===== src/rtl/spi_arbiter.sv =====
// Round-robin arbiter sharing a two-channel SPI master among NREQ command sources.
// Define SPI_ARB_TIMEOUT_EN to abort stalled handshakes with an err pulse.
//   IDLE      | no transfer; arbitrate among eligible requesters
//   ISSUE     | request latched; fire spi_start on the chosen channel
//   WAIT_ACK  | wait for the channel's spi_ready to drop
//   WAIT_DONE | wait for the channel's spi_ready to return high
//   DONE      | req_done pulsing; arbitrates again like IDLE
module spi_arbiter #(
    parameter int NREQ         = 3,
    parameter int ACK_TIMEOUT  = 15,
    parameter int BUSY_TIMEOUT = 4095
) (
    input  logic                 clk,
    input  logic                 rst_n,
    input  logic [NREQ-1:0]      req_valid,
    input  logic [NREQ-1:0]      req_chan,
    input  logic [NREQ-1:0]      req_dir,
    input  logic [NREQ*24-1:0]   req_data,
    input  logic [NREQ*8-1:0]    req_depth,
    output logic [NREQ-1:0]      req_accept,
    output logic [NREQ-1:0]      req_done,
    input  logic [1:0]           spi_ready,
    output logic [1:0]           spi_start,
    output logic                 spi_dir,
    output logic [23:0]          spi_data_tx,
    output logic [7:0]           spi_data_depth,
    output logic                 busy,
    output logic                 err
);
    localparam int IW = (NREQ > 1) ? $clog2(NREQ) : 1;

    if (NREQ < 2 || NREQ > 8 || ACK_TIMEOUT < 1 || BUSY_TIMEOUT < 1) begin : g_param_check
        $error("spi_arbiter: parameter out of range");
    end

    typedef enum logic [2:0] {IDLE, ISSUE, WAIT_ACK, WAIT_DONE, DONE} state_t;

    state_t          state;
    logic [IW-1:0]   rr_ptr;
    logic [IW-1:0]   owner;
    logic            chan;
    logic [IW-1:0]   next_rr;

`ifdef SPI_ARB_TIMEOUT_EN
    localparam int TMAX = (ACK_TIMEOUT > BUSY_TIMEOUT) ? ACK_TIMEOUT : BUSY_TIMEOUT;
    localparam int CW   = $clog2(TMAX + 1);
    logic [CW-1:0]   wait_cnt;
`endif

    logic [NREQ-1:0] elig;
    logic [NREQ-1:0] elig_hi;
    logic            pick_ok;
    logic [IW-1:0]   pick_idx;
    logic            pick_chan;
    logic            pick_dir;
    logic [23:0]     pick_data;
    logic [7:0]      pick_depth;

    // Search from rr_ptr upward first, then wrap to the low indices.
    always_comb begin
        elig       = '0;
        elig_hi    = '0;
        pick_ok    = 1'b0;
        pick_idx   = '0;
        pick_chan  = 1'b0;
        pick_dir   = 1'b0;
        pick_data  = '0;
        pick_depth = '0;
        for (int i = 0; i < NREQ; i++) begin
            elig[i]    = req_valid[i] & spi_ready[req_chan[i]];
            elig_hi[i] = elig[i] & (IW'(i) >= rr_ptr);
        end
        for (int i = 0; i < NREQ; i++) begin
            if (!pick_ok && elig_hi[i]) begin
                pick_ok  = 1'b1;
                pick_idx = IW'(i);
            end
        end
        for (int i = 0; i < NREQ; i++) begin
            if (!pick_ok && elig[i]) begin
                pick_ok  = 1'b1;
                pick_idx = IW'(i);
            end
        end
        for (int i = 0; i < NREQ; i++) begin
            if (IW'(i) == pick_idx) begin
                pick_chan  = req_chan[i];
                pick_dir   = req_dir[i];
                pick_data  = req_data[i*24 +: 24];
                pick_depth = req_depth[i*8 +: 8];
            end
        end
    end

    assign next_rr = (owner == IW'(NREQ - 1)) ? '0 : owner + 1'b1;

    always_ff @(posedge clk or negedge rst_n) begin
        if (!rst_n) begin
            state          <= IDLE;
            rr_ptr         <= '0;
            owner          <= '0;
            chan           <= 1'b0;
            req_accept     <= '0;
            req_done       <= '0;
            spi_start      <= '0;
            spi_dir        <= 1'b0;
            spi_data_tx    <= '0;
            spi_data_depth <= '0;
            busy           <= 1'b0;
            err            <= 1'b0;
`ifdef SPI_ARB_TIMEOUT_EN
            wait_cnt       <= '0;
`endif
        end else begin
            req_accept <= '0;
            req_done   <= '0;
            spi_start  <= '0;
            err        <= 1'b0;
            case (state)
                IDLE, DONE: begin
                    if (pick_ok) begin
                        req_accept     <= NREQ'(1) << pick_idx;
                        owner          <= pick_idx;
                        chan           <= pick_chan;
                        spi_dir        <= pick_dir;
                        spi_data_tx    <= pick_data;
                        spi_data_depth <= pick_depth;
                        busy           <= 1'b1;
                        state          <= ISSUE;
                    end else begin
                        busy  <= 1'b0;
                        state <= IDLE;
                    end
                end
                ISSUE: begin
                    spi_start[chan] <= 1'b1;
                    state           <= WAIT_ACK;
`ifdef SPI_ARB_TIMEOUT_EN
                    wait_cnt        <= '0;
`endif
                end
                WAIT_ACK: begin
                    if (!spi_ready[chan]) begin
                        state    <= WAIT_DONE;
`ifdef SPI_ARB_TIMEOUT_EN
                        wait_cnt <= '0;
                    end else if (wait_cnt >= CW'(ACK_TIMEOUT)) begin
                        err      <= 1'b1;
                        req_done <= NREQ'(1) << owner;
                        rr_ptr   <= next_rr;
                        state    <= DONE;
                    end else begin
                        wait_cnt <= wait_cnt + 1'b1;
`endif
                    end
                end
                WAIT_DONE: begin
                    if (spi_ready[chan]) begin
                        req_done <= NREQ'(1) << owner;
                        rr_ptr   <= next_rr;
                        state    <= DONE;
`ifdef SPI_ARB_TIMEOUT_EN
                    end else if (wait_cnt >= CW'(BUSY_TIMEOUT)) begin
                        err      <= 1'b1;
                        req_done <= NREQ'(1) << owner;
                        rr_ptr   <= next_rr;
                        state    <= DONE;
                    end else begin
                        wait_cnt <= wait_cnt + 1'b1;
`endif
                    end
                end
                default: state <= IDLE;
            endcase
        end
    end

endmodule


===== config.mk =====
export PLATFORM = sky130hd
export DESIGN_NAME = spi_arbiter
export DESIGN_NICKNAME = d
export VERILOG_FILES = /design/src/rtl/spi_arbiter.sv
export SDC_FILE = /design/constraint.sdc
export NUM_CORES = 1
export LEC_CHECK = 0
export BUFFER_PORTS_ARGS = -buffer_cell sky130_fd_sc_hd__buf_4
export CORE_MARGIN = 8
export CORE_UTILIZATION = 47
export CTS_CLUSTER_DIAMETER = 50
export DETAILED_ROUTE_END_ITERATION = 8
export MAX_ROUTING_LAYER = met4
export PLACE_DENSITY = 0.85
export SYNTH_ARGS = -nofsm -noshare
export SYNTH_HDL_FRONTEND = slang
export SYNTH_SLANG_ARGS = --single-unit

===== constraint.sdc =====
create_clock -name clk -period 4.2 [get_ports clk]
set_input_delay 0 -clock clk [delete_from_list [all_inputs] [get_ports clk]]
set_output_delay 0 -clock clk [all_outputs]
set_load 0.005 [all_outputs]

* Word-level counts from Yosys, hierarchy flattened
Index checks and enable logic that the tools add are counted.
Storage, ports and cells: output and inout bits 43, input bits 109, word-level logic and storage cells 98, flip-flop bits (word level) 50
Cells by class: shifts and indexed selects 2, $add $sub $neg 1, equality and inequality tests 9, multiplexer cells 44, bitwise operators 6, reductions and logical operators 17, magnitude comparators 8
Operators by type and width (number):
- 2-to-1 mux 24 bit | 3
- 2-to-1 mux 1 bit | 24
- 2-to-1 mux 8 bit | 3
- 2-to-1 mux 3 bit | 6
- 2-to-1 mux 2 bit | 6
- case mux 3 bit (4 select lines) | 1
- < comparator 1 x 2 -> 1 bit (second input constant) | 4
- bitwise AND 1 bit | 6
- equality test 3 x 2 -> 1 bit (second input constant) | 2
- logical AND 1 bit | 6
- AND reduction 2 bit | 3
- << shifter 1 x 2 -> 3 bit (first input constant) | 2
- logical NOT 1 bit | 5
- >= comparator 1 x 2 -> 1 bit (first input constant) | 2
- inequality test 2 bit (second input constant) | 2
- equality test 3 x 1 -> 1 bit (second input constant) | 1
- equality test 3 bit (second input constant) | 1
- logical NOT 3 bit | 1
- adder 2 x 1 -> 2 bit (second input constant) | 1
- equality test 1 x 2 -> 1 bit (first input constant) | 1
- equality test 2 bit (first input constant) | 1
- equality test 2 bit (second input constant) | 1
- >= comparator 2 bit (first input constant) | 1
- logical NOT 2 bit | 1
- 3 further kinds | 3

* Longest topological paths before layout
depth in word-level cells 24, gate-level depth with buffers 7, gate-level depth less buffers 5

* Worst setup path before layout
OpenSTA, ideal clock, no wires.
kind register to register, from register rr_ptr[0], to register chan, cell stages (with the launch flop) 6, data arrival time 1564 ps, clock period less this slack 1692 ps, setup slack 2508 ps, path buffers 0, library setup time 128 ps, required time 4072 ps, path through dfrtp_1 nand2b_1 or3_4 o2111a_1 a221oi_1 o2bb2ai_1
Between the ends: cells in the longest elaborated chain, start to end 22, elaborated cells between the ends (all ways) 34, classes of those cells 3 x order compare; 2 x eq/ne; 14 x mux; 3 x bitwise; 12 x reduce/logical
Ends and longest elaborated chain:
- from (decl) | RTL line 39 | logic [IW-1:0] rr_ptr;
- from (signal assigned) | RTL line 160 | rr_ptr <= next_rr;
- >= comparator 1 x 2 -> 1 bit | RTL line 71 | elig_hi[i] = elig[i] & (IW'(i) >= rr_ptr);
- bitwise AND 1 bit | RTL line 71
- 2-to-1 mux 1 bit | RTL line 74 | if (!pick_ok && elig_hi[i]) begin
- logical NOT 1 bit | RTL line 74
- logical AND 1 bit | RTL line 74
- 2-to-1 mux 1 bit | RTL line 74
- logical NOT 1 bit | RTL line 74
- logical AND 1 bit | RTL line 74
- (+4 left out)
- logical NOT 1 bit | RTL line 80 | if (!pick_ok && elig[i]) begin
- logical AND 1 bit | RTL line 80
- 2-to-1 mux 1 bit | RTL line 80
- logical NOT 1 bit | RTL line 80
- logical AND 1 bit | RTL line 80
- 2-to-1 mux 2 bit | RTL line 80
- logical NOT 2 bit | RTL line 86 | if (IW'(i) == pick_idx) begin
- 2-to-1 mux 1 bit (3 in series) | RTL line 86
- to (signal assigned) | RTL line 124 | chan <= pick_chan;
- to (decl) | RTL line 41 | logic chan;
Parallel ways exist; a longest one is shown, timed or not. A chain may end at the register's enable or synchronous reset.

* Worst setup path after layout
from register state[1], to register spi_data_tx[5]
Between the ends: cells in the longest elaborated chain, start to end 3, elaborated cells between the ends (all ways) 4, classes of those cells 1 x eq/ne; 3 x reduce/logical
Ends and longest elaborated chain:
- from (decl) | RTL line 38 | state_t state;
- from (signal assigned) | RTL line 99 | state <= IDLE;
- from (signal assigned) | RTL line 129 | state <= ISSUE;
- from (signal assigned) | RTL line 132 | state <= IDLE;
- equality test 3 bit / logical NOT 3 bit (equally long branches) | RTL line 119 | case (state)
- OR reduction 2 bit * | RTL line 119
- AND reduction 2 bit (no line) *
- to (signal assigned) | RTL line 126 | spi_data_tx <= pick_data;
- to (decl) | RTL line 25 | output logic [23:0] spi_data_tx,
Every way passes the cells marked *; elsewhere a longest branch is shown, timed or not.

==> reports/metrics.yaml <==
pwr:
  power.total_mw: 2.06
  share_comb_of_total_power_pct: 43.8
  worst_ir_drop_vdd_mv: 0.406
  internal_power_mw: 1.34
  switching_share_pct: 34.9
  power_frac_seq_pct: 39.7
  clockPowerShare_pct: 16.5
  netSwitchingPower_mw: 0.720
  static-leakage-power_nw: 1.91
  power_density_mw_per_mm2: 527
cells_and_area:
  postLayoutCoreUtil_pct: 71.9
  finalNetCount: 516
  fill_cells: 425
  diodes: 0
  layout-drive-gt1-share_pct: 42.5
  flow.area_growth_from_synthesis_pct: 50.5
clocking:
  clock-root-buffer: "clkbuf_8"
  clock_tree.buffer_depth: 2
  cts_inserted_buffers: 5
  tritoncts_num_sinks: 50
  htree_num_levels: 2
  clk_latency_ns: 0.29
  post_cts_setup_repair_bufs: 0
  clk_pin_slew_ns: 0.09
  cts_tree: "built"
sta:
  rsz0062_at_grt: "false"
  finClkSkew_ns: 0.00904
  post-route-period-util_pct: 60.5
  fmax_achieved_mhz: 393
  finalWorstPathRequiredPeriod_ns: 2.54
  setup_viol_count_final: 0
  finalHoldViolCount: 1
  tightestPinTransition_ns: 1.14
  hold_worst_slack_ns: -0.00158
  slew_violations: 0
  maxSlewHeadroom_pct: 23.9
  fin_setup_tns_ns: 0
global_routing:
  total_global_route_track_usage_pct: 22.6
  met1_usage_pct: 26.0
  global_route_hottest_layer: "met2"
  grt_overflow: 0
  global_routing_met3_resource_utilization_pct: 4.24
  vias_in_the_first_global_route: 2981
  grt_max_degree: 51
  met2_usage_pct: 38.8
  grt_pass1_wl_mm: 14.8
  antenna_found_initial: 0
hold_path:
  path_class_of_the_lowest_slack_min_delay_path: "in -> reg"
synth:
  syn_nets: 367
  synth-main-ff-cell: "dfrtp_1"
  yosys_warnings: 0
  synth_cell_types: 42
  postSynthRegisterBits: 50
  number_of_synthesized_flops_with_an_enable_pin: 0
  async_flop_share_pct: 100
  yosysTopAreaCellShare_pct: 48.1
  synth_top_cell_by_area: "dfrtp_1"
  synth_common_cells: "dfrtp_1, nand2_1, a221oi_1, o21ai_0, o21ai_1"
  ys_top_cells_by_area: "dfrtp_1, a221oi_1, nand2_1"
  synth.cell_area_mm2: 0.00260
  synth.yosys.seq_area_share_pct: 48.1
  synthCells: 258
  post-synth-top-count-cell: "dfrtp_1"
  avgSynthCellArea_um2: 10.1
placed_design:
  buffer_ports.inserted: 150
  routabilityCongestion: 0.848
  detailed_place_hpwl_mm: 6.90
setup_path:
  arrival_ns: 2.76
  crit_path_end: "spi_data_tx[5]"
  reg2reg_to: "spi_data_tx[5]"
  cp_slowest_cell: "or3_1"
  critPathLaunch: "state[1]"
  worst_path_largest_cell_delay_ns: 0.93
  number_of_cell_instances_on_the_worst_register_to_register_path: 5
  crit-reg2reg-launch: "state[1]"
  startpoint_type: "flop"
  timing_worst_setup_path_type: "reg -> reg"
  crit_fanout: 36
  setup.worst_path.end_class: "flop"
  worst_ep_required_time_ns: 4.42
  critical_path.cell_chain: "or2_2 -> a211oi_1 -> or3_1 -> o21ai_0 -> o21ai_1"
  r2r_setup_slack_ns: 1.66
floorplan:
  fp.dieH_um: 90.4
  dieArea_mm2: 0.00817
  core_region_area_mm2: 0.00544
  start_util_pct: 47.8
  std_cell_rows: 27
  io-pin-count: 152
  die_width_um: 90.4
drt:
  dr_total_vias: 2688
  drt_iter0_markers: 91
  routed_via_density: 5.61
  detailedRoute.firstPassIterationCount: 4
  ant_nets: 0
  drcViolationCount: 0
  post_drt_wl_per_cell_um: 18.8
  drt-total-wl_mm: 8.99
status:
  status: "complete, but fails checks"
  violations: "hold timing"
flow_run:
  drv_cap: 0
## per-layer routing
metal	routed length (um)	up-vias	part of all wire (%)
met5	0	-	0
met4	171	0	1.9
met3	500	18	5.6
met2	4530	126	50
met1	3790	1275	42
li1	-	1269	-
## per-stage QoR
step	cells	hold WS, ns	instance area [um^2]	setup slack (ns)
floorplan	258	-0.296	2600	2.51
global placement	463	0.0621	3710	1.87
detailed placement	463	0.0612	3710	1.69
CTS	479	0.000542	3910	1.70
global route	479	0.0106	3910	1.46
finish	479	-0.00158	3910	1.66
## sequential cells by signal, indices dropped and copies added (netlist names), 2 cells and up
| register | flops |
|---|---|
| spi_data_tx | 24 |
| owner | 2 |
| state | 3 |
| req_done | 3 |
| req_accept | 3 |
| rr_ptr | 2 |
| spi_data_depth | 8 |
| spi_start | 2 |
## layout make-up
cell class              instances  area, um^2  area share, %
repair buffers                162        1240           31.7
clock inverters                 1        30.0          0.768
multi-input cells             185        1210           30.9
inverters                       3        11.3          0.288
clock buffers                   6        82.6           2.11
flip-flops and latches         50        1250           32.0
well taps                      72        90.1           2.30
## cell families after synthesis
logic type	Yosys count	share of synthesized area [%]
other	1	0.144
buffers and inverters	23	5.82
multiplexers	11	4.67
flip-flops	50	48.1
AND/OR/NAND/NOR	70	13.6
AO/OA/AOI/OAI	103	27.6
## worst min path at each step
stage,endpoint,slack [ns],cells past startpoint,start
finish,spi_data_tx[19],-0.002,3,req_data[67]
global route,spi_data_tx[21],0.01,3,req_data[69]
CTS,spi_data_tx[20],0.0005,3,req_data[68]
detailed placement,state[1],0.06,1,rst_n
global placement,spi_start[0],0.06,1,rst_n
floorplan,busy,-0.30,0,rst_n
## placed cells by master (no fill, tap or decap), types with 2 or more instances in the layout
master,count
and3_1,2
a211oi_1,2
nand2_1,36
mux2_4,2
dlygate4sd3_1,9
nor2_1,4
o21ai_1,26
a221oi_1,27
dfrtp_1,50
clkbuf_8,6
nor3b_1,2
inv_1,3
a21o_1,5
nand2b_1,5
o211ai_1,4
nand4_1,8
o21ai_0,27
buf_4,153
and2_1,3
mux2i_1,8
o211ai_2,3
a21oi_1,2
## worst max-delay path, delay by kind of cell, from the launching register on
kind	cells	cell delay [ns]
AND/OR/NAND/NOR	2	1.26
AO/OA/AOI/OAI	3	0.76
flip-flops	1	0.43
## power by group through the flow
stage	clock (mW)	combinational (mW)	sequential, mW
after floorplan	0	0.448	0.817
after global placement	0	0.872	0.815
after detailed placement	0	0.911	0.823
after CTS	0.346	0.916	0.815
after global routing	0.363	1.01	0.843
final	0.340	0.902	0.819
## timing repair
action	in CTS	in global routing
endpoints found under the hold margin	58	0
resized for setup	0	0
hold buffers	9	0
(Power assumes the default switching activity.)
